**src/rtl/bht_sched_pkg.sv**
```systemverilog
// Shared types for the BHT port scheduler: FSM states, 2-bit counter
// encodings and the saturating counter update.
package bht_sched_pkg;

  typedef enum logic [1:0] {
    INIT   = 2'd0,
    RUN    = 2'd1,
    UPD_WR = 2'd2
  } sched_state_e;

  localparam logic [1:0] SNT = 2'd0;
  localparam logic [1:0] WNT = 2'd1;
  localparam logic [1:0] WT  = 2'd2;
  localparam logic [1:0] ST  = 2'd3;

  function automatic logic [1:0] sat_update(input logic [1:0] c, input logic taken);
    logic [1:0] r;
    if (taken) begin
      r = (c == ST) ? ST : c + 2'd1;
    end else begin
      r = (c == SNT) ? SNT : c - 2'd1;
    end
    return r;
  endfunction

endpackage

```
**src/rtl/bht_port_scheduler_if.sv**
```systemverilog
// Bundles the fetch lookup, execute update and BHT storage ports of the scheduler.
interface bht_port_scheduler_if #(
  parameter int IDX_W = 5
);
  logic             lookup_req;
  logic [IDX_W-1:0] lookup_idx;
  logic             lookup_gnt;
  logic             lookup_valid;
  logic             lookup_pred;
  logic             upd_valid;
  logic [IDX_W-1:0] upd_idx;
  logic             upd_taken;
  logic             upd_ready;
  logic             tbl_en;
  logic             tbl_we;
  logic [IDX_W-1:0] tbl_addr;
  logic [1:0]       tbl_wdata;
  logic [1:0]       tbl_rdata;
  logic             busy_init;

  modport slave (
    input  lookup_req, lookup_idx, upd_valid, upd_idx, upd_taken, tbl_rdata,
    output lookup_gnt, lookup_valid, lookup_pred, upd_ready,
           tbl_en, tbl_we, tbl_addr, tbl_wdata, busy_init
  );

  modport master (
    output lookup_req, lookup_idx, upd_valid, upd_idx, upd_taken, tbl_rdata,
    input  lookup_gnt, lookup_valid, lookup_pred, upd_ready,
           tbl_en, tbl_we, tbl_addr, tbl_wdata, busy_init
  );

endinterface

```
**src/rtl/bht_update_fifo.sv**
```systemverilog
// Small FIFO holding resolved branch updates ({idx, taken}) until they commit.
module bht_update_fifo #(
  parameter int W     = 6,
  parameter int DEPTH = 4
) (
  input  logic         clk,
  input  logic         arst_n,
  input  logic         push,
  input  logic [W-1:0] push_data,
  input  logic         pop,
  output logic [W-1:0] head_data,
  output logic         full,
  output logic         empty
);

  localparam int AW = $clog2(DEPTH);

  logic [W-1:0] mem_q [DEPTH];
  logic [AW-1:0] wr_q, wr_d;
  logic [AW-1:0] rd_q, rd_d;
  logic [AW:0]   cnt_q, cnt_d;

  assign full      = (cnt_q == (AW+1)'(DEPTH));
  assign empty     = (cnt_q == '0);
  assign head_data = mem_q[rd_q];

  always_comb begin
    wr_d  = wr_q;
    rd_d  = rd_q;
    cnt_d = cnt_q;
    if (push) begin
      wr_d = wr_q + AW'(1);
    end
    if (pop) begin
      rd_d = rd_q + AW'(1);
    end
    case ({push, pop})
      2'b10:   cnt_d = cnt_q + (AW+1)'(1);
      2'b01:   cnt_d = cnt_q - (AW+1)'(1);
      default: cnt_d = cnt_q;
    endcase
  end

  always_ff @(posedge clk or negedge arst_n) begin
    if (!arst_n) begin
      wr_q  <= '0;
      rd_q  <= '0;
      cnt_q <= '0;
    end else begin
      wr_q  <= wr_d;
      rd_q  <= rd_d;
      cnt_q <= cnt_d;
    end
  end

  // Payload needs no reset: occupancy alone decides what is valid.
  always_ff @(posedge clk) begin
    if (push) begin
      mem_q[wr_q] <= push_data;
    end
  end

endmodule

```
**src/rtl/bht_port_scheduler.sv**
```systemverilog
// Arbitrates the single BHT port between fetch lookups and queued
// read-modify-write updates from execute; clears the table after reset.
module bht_port_scheduler
  import bht_sched_pkg::*;
#(
  parameter int         IDX_W      = 5,
  parameter int         QDEPTH     = 4,
  parameter int         STARVE_MAX = 3,
  parameter logic [1:0] INIT_STATE = 2'b01
) (
  input logic                 clk,
  input logic                 arst_n,
  bht_port_scheduler_if.slave bus
);

  localparam int STARVE_W = $clog2(STARVE_MAX + 1);

  sched_state_e        state_q, state_d;
  logic [IDX_W-1:0]    sweep_q, sweep_d;
  logic [STARVE_W-1:0] starve_q, starve_d;
  logic                lk_valid_q;
  logic                pred_q;

  logic             fifo_push, fifo_pop, fifo_full, fifo_empty;
  logic [IDX_W:0]   head_data;
  logic [IDX_W-1:0] head_idx;
  logic             head_taken;

  logic             en_c, we_c, gnt_c, force_c;
  logic [IDX_W-1:0] addr_c;
  logic [1:0]       wdata_c;

  assign head_idx   = head_data[IDX_W:1];
  assign head_taken = head_data[0];

  assign bus.upd_ready = (state_q != INIT) && !fifo_full;
  assign fifo_push     = bus.upd_valid && bus.upd_ready;

  bht_update_fifo #(
    .W     (IDX_W + 1),
    .DEPTH (QDEPTH)
  ) u_fifo (
    .clk       (clk),
    .arst_n    (arst_n),
    .push      (fifo_push),
    .push_data ({bus.upd_idx, bus.upd_taken}),
    .pop       (fifo_pop),
    .head_data (head_data),
    .full      (fifo_full),
    .empty     (fifo_empty)
  );

  always_comb begin
    state_d  = state_q;
    sweep_d  = sweep_q;
    starve_d = starve_q;
    en_c     = 1'b0;
    we_c     = 1'b0;
    gnt_c    = 1'b0;
    fifo_pop = 1'b0;
    addr_c   = '0;
    wdata_c  = '0;
    force_c  = !fifo_empty && (fifo_full || (starve_q == STARVE_W'(STARVE_MAX)));

    case (state_q)
      INIT: begin
        en_c    = 1'b1;
        we_c    = 1'b1;
        addr_c  = sweep_q;
        wdata_c = INIT_STATE;
        sweep_d = sweep_q + IDX_W'(1);
        if (&sweep_q) begin
          state_d = RUN;
        end
      end
      RUN: begin
        if (force_c || (!bus.lookup_req && !fifo_empty)) begin
          en_c    = 1'b1;
          addr_c  = head_idx;
          state_d = UPD_WR;
        end else if (bus.lookup_req) begin
          gnt_c    = 1'b1;
          en_c     = 1'b1;
          addr_c   = bus.lookup_idx;
          starve_d = fifo_empty ? '0 : starve_q + STARVE_W'(1);
        end
      end
      UPD_WR: begin
        // Head is still the entry read last cycle; a same-cycle push lands behind it.
        en_c     = 1'b1;
        we_c     = 1'b1;
        addr_c   = head_idx;
        wdata_c  = sat_update(bus.tbl_rdata, head_taken);
        fifo_pop = 1'b1;
        starve_d = '0;
        state_d  = RUN;
      end
      default: begin
        state_d = INIT;
      end
    endcase
  end

  always_ff @(posedge clk or negedge arst_n) begin
    if (!arst_n) begin
      state_q    <= INIT;
      sweep_q    <= '0;
      starve_q   <= '0;
      lk_valid_q <= 1'b0;
      pred_q     <= 1'b0;
    end else begin
      state_q    <= state_d;
      sweep_q    <= sweep_d;
      starve_q   <= starve_d;
      lk_valid_q <= gnt_c;
      if (lk_valid_q) begin
        pred_q <= bus.tbl_rdata[1];
      end
    end
  end

  // The port must be idle while reset is held even though the reset state is INIT.
  assign bus.tbl_en       = en_c && arst_n;
  assign bus.tbl_we       = we_c && arst_n;
  assign bus.tbl_addr     = addr_c;
  assign bus.tbl_wdata    = wdata_c;
  assign bus.lookup_gnt   = gnt_c;
  assign bus.lookup_valid = lk_valid_q;
  assign bus.lookup_pred  = lk_valid_q ? bus.tbl_rdata[1] : pred_q;
  assign bus.busy_init    = (state_q == INIT);

endmodule

```
**src/flat_wrapper.sv**
```systemverilog
// flat-port wrapper written by rule: the top's interface ports become plain ports
module bht_port_scheduler_flat import bht_sched_pkg::*;
#(
  parameter int         IDX_W      = 5,
  parameter int         QDEPTH     = 4,
  parameter int         STARVE_MAX = 3,
  parameter logic [1:0] INIT_STATE = 2'b01
)
  (clk, arst_n, bus_lookup_req, bus_lookup_idx, bus_upd_valid, bus_upd_idx, bus_upd_taken, bus_tbl_rdata, bus_lookup_gnt, bus_lookup_valid, bus_lookup_pred, bus_upd_ready, bus_tbl_en, bus_tbl_we, bus_tbl_addr, bus_tbl_wdata, bus_busy_init);
  bht_port_scheduler_if #(.IDX_W(IDX_W)) bus_i ();
  input logic clk;
  input logic arst_n;
  input wire logic [$bits(bus_i.lookup_req)-1:0] bus_lookup_req;
  input wire logic [$bits(bus_i.lookup_idx)-1:0] bus_lookup_idx;
  input wire logic [$bits(bus_i.upd_valid)-1:0] bus_upd_valid;
  input wire logic [$bits(bus_i.upd_idx)-1:0] bus_upd_idx;
  input wire logic [$bits(bus_i.upd_taken)-1:0] bus_upd_taken;
  input wire logic [$bits(bus_i.tbl_rdata)-1:0] bus_tbl_rdata;
  output wire logic [$bits(bus_i.lookup_gnt)-1:0] bus_lookup_gnt;
  output wire logic [$bits(bus_i.lookup_valid)-1:0] bus_lookup_valid;
  output wire logic [$bits(bus_i.lookup_pred)-1:0] bus_lookup_pred;
  output wire logic [$bits(bus_i.upd_ready)-1:0] bus_upd_ready;
  output wire logic [$bits(bus_i.tbl_en)-1:0] bus_tbl_en;
  output wire logic [$bits(bus_i.tbl_we)-1:0] bus_tbl_we;
  output wire logic [$bits(bus_i.tbl_addr)-1:0] bus_tbl_addr;
  output wire logic [$bits(bus_i.tbl_wdata)-1:0] bus_tbl_wdata;
  output wire logic [$bits(bus_i.busy_init)-1:0] bus_busy_init;
  assign bus_i.lookup_req = bus_lookup_req;
  assign bus_i.lookup_idx = bus_lookup_idx;
  assign bus_i.upd_valid = bus_upd_valid;
  assign bus_i.upd_idx = bus_upd_idx;
  assign bus_i.upd_taken = bus_upd_taken;
  assign bus_i.tbl_rdata = bus_tbl_rdata;
  assign bus_lookup_gnt = bus_i.lookup_gnt;
  assign bus_lookup_valid = bus_i.lookup_valid;
  assign bus_lookup_pred = bus_i.lookup_pred;
  assign bus_upd_ready = bus_i.upd_ready;
  assign bus_tbl_en = bus_i.tbl_en;
  assign bus_tbl_we = bus_i.tbl_we;
  assign bus_tbl_addr = bus_i.tbl_addr;
  assign bus_tbl_wdata = bus_i.tbl_wdata;
  assign bus_busy_init = bus_i.busy_init;
  bht_port_scheduler #(.IDX_W(IDX_W), .QDEPTH(QDEPTH), .STARVE_MAX(STARVE_MAX), .INIT_STATE(INIT_STATE)) u_core (.clk(clk), .arst_n(arst_n), .bus(bus_i));
endmodule
```
**config.mk**
```make
export PLATFORM = sky130hd
export DESIGN_NAME = bht_port_scheduler_flat
export DESIGN_NICKNAME = d
export VERILOG_FILES = /design/src/rtl/bht_sched_pkg.sv /design/src/rtl/bht_port_scheduler_if.sv /design/src/rtl/bht_update_fifo.sv /design/src/rtl/bht_port_scheduler.sv /design/src/flat_wrapper.sv
export SDC_FILE = /design/constraint.sdc
export NUM_CORES = 1
export LEC_CHECK = 0
export BUFFER_PORTS_ARGS = -buffer_cell sky130_fd_sc_hd__buf_4
export CAP_MARGIN = 10
export CORE_MARGIN = 8
export CORE_UTILIZATION = 45
export CTS_CLUSTER_SIZE = 25
export DETAILED_ROUTE_END_ITERATION = 10
export GPL_ROUTABILITY_DRIVEN = 0
export PLACE_DENSITY = 0.66
export RECOVER_POWER = 100
export SKIP_LAST_GASP = 1
export SLEW_MARGIN = 10
export SYNTH_ARGS = -nofsm -noshare
export SYNTH_HDL_FRONTEND = slang
export SYNTH_SLANG_ARGS = --single-unit
```
**constraint.sdc**
```tcl
create_clock -name clk -period 5.8 [get_ports clk]
set_input_delay 0 -clock clk [delete_from_list [all_inputs] [get_ports clk]]
set_output_delay 0 -clock clk [all_outputs]
set_load 0.02 [all_outputs]
```
==> impl_metrics.env <==
export IMPL_combPwrFrac=0.400
export IMPL_die_w_um=81.5
export IMPL_start_util=0.457
export IMPL_post_cts_setup_buffers=0
export IMPL_final_common_cell="edfxtp_1"
export IMPL_wire_per_inst_um=15.9
export IMPL_min_delay_path_class="primary input to flop"
export IMPL_syn_area_um2=1930
export IMPL_yosys_warnings=0
export IMPL_avgSynthCellArea_um2=14.5
export IMPL_wl_mm=3.61
export IMPL_grt_max_degree=21
export IMPL_hold_viol=0
export IMPL_ys_ff_latch=42
export IMPL_ys_types=27
export IMPL_critical_path_class="flop to flop"
export IMPL_crit_start="u_core.state_q[1]$_DFFE_PN0P_"
export IMPL_syn_num_nets=159
export IMPL_setup_viol=0
export IMPL_post_route_drc_count=0
export IMPL_dpl_hpwl_mm=2.81
export IMPL_tightest_slew_ps=1080
export IMPL_crit_path_start_kind="flop"
export IMPL_p_leak_uw=0.000917
export IMPL_tns_ps=0
export IMPL_grt_total_usage=0.122
export IMPL_grt_ovfl_total=0
export IMPL_slew_limit_headroom=0.281
export IMPL_io_buffer_count=30
export IMPL_ios=31
export IMPL_drt_pass1_iter_count=4
export IMPL_grt_pass1_vias=1236
export IMPL_final_cell_mix="edfxtp_1, clkbuf_1, dfrtp_1"
export IMPL_num_antenna_cells=0
export IMPL_ff2ff_path_depth=10
export IMPL_rrSetupSlack_ps=3070
export IMPL_netlist_instances=133
export IMPL_regToRegEndpoint="u_core.u_fifo.cnt_q[2]$_DFFE_PN0P_"
export IMPL_report_final_slew_viol_count=0
export IMPL_swShare=0.379
export IMPL_rows=24
export IMPL_skew_ps=5.06
export IMPL_period_needed_ps=2730
export IMPL_p_sw_uw=413
export IMPL_cts_sinks=42
export IMPL_crit_path_max_fanout=11
export IMPL_clk_pin_slew_ps=80
export IMPL_area_growth_pct=18.2
export IMPL_drt_iter0_drc=27
export IMPL_pre_cts_ws_ps=3100
export IMPL_fmax_ghz=0.366
export IMPL_root_buffer="clkbuf_8"
export IMPL_clk_latency_ps=290
export IMPL_final_net_count=200
export IMPL_rsz0062_at_grt="no"
export IMPL_htree_levels=2
export IMPL_status="complete, no violations"
export IMPL_core_area_um2=4230
export IMPL_seq_power_share=0.427
export IMPL_routed_via_density=5.07
export IMPL_rr_startpoint="u_core.state_q[1]$_DFFE_PN0P_"
export IMPL_crit_path_end="u_core.u_fifo.cnt_q[2]$_DFFE_PN0P_"
export IMPL_power_density_nw_per_um2=477
export IMPL_worstPathRequired_ps=6020
export IMPL_yosysSeqAreaShare=0.606
export IMPL_ir_drop_mv=0.156
export IMPL_drive_gt1_frac=0.166
export IMPL_p_clk_frac=0.173
export IMPL_numCtsBuffers=5
export IMPL_die_area_um2=6650
export IMPL_fill_cells=363
export IMPL_cts_tree="built"
export IMPL_clk_path_buf_depth=2
export IMPL_antenna_left=0
export IMPL_grt_pass1_wl_mm=6.06
export IMPL_endpoint_kind="flop"
export IMPL_worstPathArrival_ps=2950
export IMPL_post_route_worst_setup_slack_ps=3070
export IMPL_antenna_found_initial=0
export IMPL_die_h_um=81.5
export IMPL_num_vias=1151
export IMPL_p_int_uw=676
export IMPL_finalCritPeriodShare=0.471
export IMPL_cap_viol_max_count=0
==> final cells by class <==
type | instances | area [µm²] | area share
inverter | 7 | 26.3 | 0.0115
multi-input combinational | 80 | 699 | 0.306
sequential | 42 | 1170 | 0.513
tap | 52 | 65.1 | 0.0285
clock inverter | 3 | 23.8 | 0.0104
clock buffer | 5 | 68.8 | 0.0301
timing repair buffer | 38 | 230 | 0.101
==> metal layers <==
layer,part of all wire,wire length [µm],vias up,global-route usage
met5,0,0,-,0
met2,0.50,1820,26,0.211
met1,0.41,1490,560,0.137
li1,-,-,560,-
met4,0.012,43,0,0.0429
met3,0.070,252,5,0.0405
==> sequential cells by signal, indices dropped and copies added, names as in the netlist <==
register                 cells
u_core.u_fifo.mem_q         24
u_core.sweep_q               5
u_core.u_fifo.cnt_q          3
u_core.starve_q              2
u_core.state_q               2
u_core.u_fifo.rd_q           2
u_core.u_fifo.wr_q           2
u_core.bus.lookup_valid      1
u_core.pred_q                1
==> kinds of logic after synthesis <==
group | after synthesis | synth area share
xor+xnor | 9 | 0.0408
simple gates | 35 | 0.0977
fa+ha+maj | 9 | 0.0621
compound gates | 14 | 0.0544
mux | 13 | 0.109
flops | 42 | 0.606
buf+inv | 11 | 0.0304
==> through the flow <==
step,cell area [µm²],hold slack [ps],std cells,utilization,power [µW]
floorplan,1930,-296,133,-,803
global route,2280,171,227,0.540,1170
CTS,2360,97.9,227,0.558,1150
detailed placement,2190,-109,211,0.517,957
finish,2280,136,227,0.540,1090
global placement,2190,-112,211,0.517,929
==> worst max-delay path, stage by stage, from the launching register on <==
cell,delay [ps]
dfrtp_1,440
nor2_1,540
a21oi_1,220
and2_0,270
inv_1,70
ha_1,170
inv_1,80
fa_1,450
xor2_1,160
nor2_1,120
xor2_1,150
==> power by group through the flow <==
stage | registers [µW] | clock network [µW] | logic (µW)
final | 465 | 188 | 436
after global routing | 479 | 207 | 488
after CTS | 467 | 195 | 490
after detailed placement | 474 | 0 | 483
after global placement | 467 | 0 | 461
after floorplan | 436 | 0 | 367
==> repair_timing <==
action / 4_1_cts / 5_1_grt
gates resized for setup: 0 / 0
endpoints found under the hold margin: 43 / 0
hold buffers: 8 / 0
==> cell usage after synthesis <==
| cell | instances | share of area |
|---|---|---|
| a21o_1 | 1 | 0.0039 |
| clkbuf_2 | 1 | 0.0026 |
| buf_6 | 2 | 0.012 |
| and3_1 | 6 | 0.019 |
| ha_1 | 8 | 0.052 |
| nor2b_1 | 2 | 0.0065 |
| o21ai_2 | 2 | 0.0091 |
| o21ai_0 | 3 | 0.0078 |
| mux2_2 | 4 | 0.023 |
| xor2_1 | 3 | 0.014 |
| mux4_2 | 6 | 0.070 |
| or2b_1 | 1 | 0.0039 |
| a21oi_1 | 3 | 0.0078 |
| xnor2_1 | 6 | 0.027 |
| nor2_1 | 7 | 0.014 |
| fa_1 | 1 | 0.010 |
| a221o_1 | 5 | 0.026 |
| mux2i_1 | 3 | 0.016 |
| and2_1 | 7 | 0.023 |
| edfxtp_1 | 24 | 0.37 |
| buf_2 | 1 | 0.0026 |
| or3_4 | 1 | 0.0058 |
| nand2b_1 | 3 | 0.0097 |
| nand2_1 | 7 | 0.014 |
| nand3_1 | 1 | 0.0026 |
| dfrtp_1 | 18 | 0.23 |
| inv_1 | 7 | 0.014 |
==> how the worst min path moves through the flow <==
stage                        startpoint  slack (ps)                                end  depth (start not counted)
after floorplan                  arst_n        -300  u_core.bus.lookup_valid$_DFF_PN0_                          0
after CTS                 bus_upd_valid         100  u_core.u_fifo.wr_q[0]$_DFFE_PN0P_                          3
after detailed placement         arst_n        -110      u_core.sweep_q[2]$_DFFE_PN0N_                          1
after global placement           arst_n        -110      u_core.sweep_q[2]$_DFFE_PN0N_                          1
final                     bus_upd_valid         140  u_core.u_fifo.wr_q[0]$_DFFE_PN0P_                          3
after global routing      bus_upd_valid         170  u_core.u_fifo.wr_q[0]$_DFFE_PN0P_                          3
Note: power is estimated with default switching activity, not from simulation.
